===== src/rtl/vga_timing_gen.sv =====
`default_nettype none
// ============================================================================
// vga_timing_gen : parametrised raster timing generator (pixel-enable driven)
// Rev 1.0 - initial release, successor to the fixed 800x600 counter
// ============================================================================
module vga_timing_gen #(
  parameter int H_VISIBLE = 800,
  parameter int H_FRONT   = 40,
  parameter int H_SYNC    = 128,
  parameter int H_BACK    = 88,
  parameter int V_VISIBLE = 600,
  parameter int V_FRONT   = 1,
  parameter int V_SYNC    = 4,
  parameter int V_BACK    = 23,
  parameter int HSYNC_POL = 1,
  parameter int VSYNC_POL = 1,
  parameter int HW        = 11,
  parameter int VW        = 10
) (
  input  logic          clk,
  input  logic          reset,
  input  logic          pix_en,
  input  logic          sync_clear,
  output logic [HW-1:0] hcount,
  output logic [VW-1:0] vcount,
  output logic          hsync,
  output logic          vsync,
  output logic [1:0]    h_region,
  output logic [1:0]    v_region,
  output logic          display_on,
  output logic          line_start,
  output logic          frame_start
);

  localparam int H_TOTAL = H_VISIBLE + H_FRONT + H_SYNC + H_BACK;
  localparam int V_TOTAL = V_VISIBLE + V_FRONT + V_SYNC + V_BACK;
  localparam int HW1     = HW + 1;
  localparam int VW1     = VW + 1;

  localparam logic [HW-1:0] H_LAST = HW'(H_TOTAL - 1);
  localparam logic [VW-1:0] V_LAST = VW'(V_TOTAL - 1);

  // Region boundaries carry one extra bit so an end equal to 2**HW cannot alias to 0.
  localparam logic [HW:0] H_END_VIS   = HW1'(H_VISIBLE);
  localparam logic [HW:0] H_END_FRONT = HW1'(H_VISIBLE + H_FRONT);
  localparam logic [HW:0] H_END_SYNC  = HW1'(H_VISIBLE + H_FRONT + H_SYNC);
  localparam logic [VW:0] V_END_VIS   = VW1'(V_VISIBLE);
  localparam logic [VW:0] V_END_FRONT = VW1'(V_VISIBLE + V_FRONT);
  localparam logic [VW:0] V_END_SYNC  = VW1'(V_VISIBLE + V_FRONT + V_SYNC);

  localparam logic [1:0] REG_VIS   = 2'd0;
  localparam logic [1:0] REG_FRONT = 2'd1;
  localparam logic [1:0] REG_SYNC  = 2'd2;
  localparam logic [1:0] REG_BACK  = 2'd3;

  localparam logic HS_ON = (HSYNC_POL != 0);
  localparam logic VS_ON = (VSYNC_POL != 0);

  function automatic logic [1:0] h_decode(input logic [HW-1:0] h);
    logic [HW:0] x;
    x = {1'b0, h};
    if (x < H_END_VIS)        return REG_VIS;
    else if (x < H_END_FRONT) return REG_FRONT;
    else if (x < H_END_SYNC)  return REG_SYNC;
    else                      return REG_BACK;
  endfunction

  function automatic logic [1:0] v_decode(input logic [VW-1:0] v);
    logic [VW:0] x;
    x = {1'b0, v};
    if (x < V_END_VIS)        return REG_VIS;
    else if (x < V_END_FRONT) return REG_FRONT;
    else if (x < V_END_SYNC)  return REG_SYNC;
    else                      return REG_BACK;
  endfunction

  logic [HW-1:0] h_load;
  logic [VW-1:0] v_load;
  logic [1:0]    h_reg_load;
  logic [1:0]    v_reg_load;

  // Value the counters take on a loading edge; flags are decoded from it so
  // they line up with the exported counters without extra latency.
  always_comb begin
    h_load = '0;
    v_load = '0;
    if (!sync_clear) begin
      if (hcount == H_LAST) begin
        v_load = (vcount == V_LAST) ? '0 : vcount + VW'(1);
      end else begin
        h_load = hcount + HW'(1);
        v_load = vcount;
      end
    end
    h_reg_load = h_decode(h_load);
    v_reg_load = v_decode(v_load);
  end

  always_ff @(posedge clk or negedge reset) begin
    if (!reset) begin
      hcount      <= '0;
      vcount      <= '0;
      hsync       <= ~HS_ON;
      vsync       <= ~VS_ON;
      h_region    <= REG_VIS;
      v_region    <= REG_VIS;
      display_on  <= 1'b0;
      line_start  <= 1'b0;
      frame_start <= 1'b0;
    end else if (sync_clear || pix_en) begin
      hcount      <= h_load;
      vcount      <= v_load;
      hsync       <= (h_reg_load == REG_SYNC) ? HS_ON : ~HS_ON;
      vsync       <= (v_reg_load == REG_SYNC) ? VS_ON : ~VS_ON;
      h_region    <= h_reg_load;
      v_region    <= v_reg_load;
      display_on  <= (h_reg_load == REG_VIS) && (v_reg_load == REG_VIS);
      line_start  <= (h_load == '0);
      frame_start <= (h_load == '0) && (v_load == '0);
    end else begin
      line_start  <= 1'b0;
      frame_start <= 1'b0;
    end
  end

endmodule
`default_nettype wire


===== config.mk =====
export PLATFORM = sky130hd
export DESIGN_NAME = vga_timing_gen
export DESIGN_NICKNAME = d
export VERILOG_FILES = /design/src/rtl/vga_timing_gen.sv
export SDC_FILE = /design/constraint.sdc
export NUM_CORES = 1
export LEC_CHECK = 0
export CORE_MARGIN = 5
export CORE_UTILIZATION = 54
export DETAILED_ROUTE_END_ITERATION = 8
export PLACE_DENSITY = 0.8
export SYNTH_ARGS = -nofsm -noshare
export SYNTH_HDL_FRONTEND = slang
export SYNTH_SLANG_ARGS = --single-unit
export TNS_END_PERCENT = 10

===== constraint.sdc =====
create_clock -name clk -period 3.3 [get_ports clk]
set_clock_uncertainty 0.05 [all_clocks]
set_input_delay 0.66 -clock clk [delete_from_list [all_inputs] [get_ports clk]]
set_output_delay 0.66 -clock clk [all_outputs]
set_load 0.005 [all_outputs]

==> qor.txt <==
Crit path required time = 3.42 ns
Crit-path max cell delay = 0.53 ns
Count leader, synth = dfrtp_1
Main area contributors after synthesis = dfrtp_1 34%, a21oi_1 4.0%, nor2_1 3.9%, nand2_1 3.5%, nand3_1 2.9%
Row count = 23
I/O Pins = 34
Asr flop ratio synth = 100.0%
Pre-antenna DRT Iters = 4
Peak VDD IR = 0.3001 mV
Worst-path clk slew = 0.07 ns
Vias = 2,138
Final worst slack = 0.4299 ns
GRT met1 Usage = 34.96%
Max Clk Rate = 0.3484 GHz
Crit path DAT = 2.99 ns
Buf/Inv on CP = 0
Final Max Slew Viols = 0
Clock Latency Late Sink = 0.29 ns
Worst slew pin tran = 0.5879 ns
Placed Area = 2596 µm²
Top_reg_cell synth = dfrtp_1
Crit path kind = reg2reg
Min cycle time layout = 2.870 ns
TritonCTS Buffers = 5
Synth warn = 0
Antenna cells = 0
Commonest cells post-synth = 30 x dfrtp_1, 23 x nor2_1, 21 x nand2_1
DRC = 0
Post CTS Setup Buffer Count = 0
Slew HR = 60.26%
Setup crit end kind = flop
Core ar. = 4000 µm²
Sequential area share after synthesis = 33.67%
HP Class = reg2reg
Synth area leader = dfrtp_1
RSZ-0062 raised after global routing = no
Global Route met2 Usage = 36.12%
Hold_buf cts = 0
Top-area cell type share of the netlist area = 33.67%
Placement Setup Slack = 0.4769 ns
Initial core utilization = 55.74%
Critical-path top delay cell = dfrtp_1
Finished Cell Area = 2705 µm²
M3 GR Usage = 5.270%
Cells after Synth = 256
Port bufs = 33
Cell Chain, Critical Path = ha_1, nand4_2, nor3_4, a21o_1, nor3_1, o2111a_1, mux2_2
CTS tree = yes
Final net count = 292
Clk buf depth = 2
Initial antenna violation count = 0
Pleak = 0.001062 µW
DP HPWL = 4184 µm
Synth Register Bits = 30
Post-CTS Resized = 0
Unique masters post-synth = 65
Final hold vios = 0
Crit-path max FO = 11
Avg WL per Cell = 17.55 µm
Clock sinks = 30
Antenna viol nets, final = 0
Setup_tns = 0 ns
Drt initial violations = 244
Syn Std Cell Area = 2230 µm²
Crit path max-delay family = simple AND/OR/NAND/NOR gates
Syn_area_per_cell = 8.710 µm²
MaxCap Viol Count = 0
GRT Max-Usage Layer = met2
P&R area growth vs syn = 21.32%
Drt total wl = 5916 µm
Post-synth EDFFs = 0
Die X = 74.26 µm
Vias in the first global route = 2,063
Routability cong. = 0.9394
H-tree levels = 2
GRT Util Overall = 24.21%
Synthesized Nets = 262
Power Dens Cells = 299.5 nW/µm²
Power Total = 810.2 µW
Final setup vio count = 0
Final period utilization = 86.97%
First-pass GRT wire length = 10,220 µm
Status = completed
CP Launch Type = flop
Proportion of layout cells with a drive suffix above 1 = 12.89%
Die ar. = 5514 µm²
Root Buffer = clkbuf_8
Largest net degree at the start of global routing = 31
Via density = 6.344
Grt ovf = 0
Die height = 74.26 µm
[cells by family (layout without fill, tap and decap cells)]
logic type / count (synthesis) / count (layout) / synth area share [%]
and+or+nand+nor: 111 / 111 / 30.19
AOI/OAI and AO/OA: 71 / 71 / 22.22
DFF: 30 / 30 / 33.67
buffers and inverters: 24 / 55 / 5.050
xor gates and xnor gates: 11 / 11 / 4.321
muxes: 7 / 7 / 3.423
adders and majority gates: 2 / 2 / 1.122
[layer usage]
metal,share of wire [%],wire length [µm],vias to the layer above
met2,47,2753,85
met1,45,2662,1020
met5,0,0,-
met4,1.4,80,0
li1,-,-,1025
met3,7.1,419,8
[tightest hold or removal path, cell delays in order, from the launching register on]
cell and delay, ns:
dfrtp_1 0.35, nand2_1 0.05, o31ai_1 0.06
[state kept, by name, summed over array words and instances (netlist names)]
| name | cells |
|---|---|
| hcount | 11 |
| vcount | 10 |
| h_region | 2 |
| v_region | 2 |
| display_on | 1 |
| frame_start | 1 |
| hsync | 1 |
| line_start | 1 |
| vsync | 1 |
[through the flow]
step / utilization [%] / instances / hold slack (ns)
global placement: 64.90 / 329 / 0.4227
global route: 67.63 / 337 / 0.4687
finish: 67.63 / 337 / 0.4409
CTS: 67.63 / 337 / 0.4441
floorplan: - / 256 / 0.3144
detailed placement: 64.90 / 329 / 0.4238
[placed cells by master, fill, tap and decap left out, drive strengths merged, types with 3 or more instances in the layout]
cell	instances
a21oi	18
a31oi	3
and3	5
and4	4
buf	9
clkbuf	5
clkdlybuf4s50	33
dfrtp	30
inv	5
mux2	5
nand2	21
nand2b	3
nand3	13
nand4	5
nor2	23
nor3	13
nor4	4
o211ai	4
o21ai	11
o31ai	7
or3	3
or4	3
xnor2	6
xor2	5
[worst paths after layout]
| path | startpoint | endpoint | slack (ns) | cells after the start |
|---|---|---|---|---|
| max reg2reg | hcount[0] | vsync | 0.43 | 7 |
| min in group asynchronous | reset | hcount[7] | 0.72 | 2 |
| min | v_region[0] | v_region[0] | 0.44 | 2 |
| min reg2reg | v_region[0] | v_region[0] | 0.44 | 2 |
| max | hcount[0] | vsync | 0.43 | 7 |
| max in group asynchronous | reset | vcount[2] | 2.19 | 2 |
[area by class of cell]
cell class,instances,area [µm²]
tap,50,62.56
clock buffer,5,68.82
fill,340,1295
clock inverter,3,40.04
sequential,30,750.7
multi-input combinational,202,1366
inverter,5,18.77
timing repair buffer,42,397.9
[power by group]
group	switching (µW)	leakage, µW	total, µW	internal, µW
Clock	149	0.0000579	371	222
Sequential	6.62	0.000407	380	373
Combinational	33.7	0.000597	59.0	25.3
(Power assumes the default switching activity.)
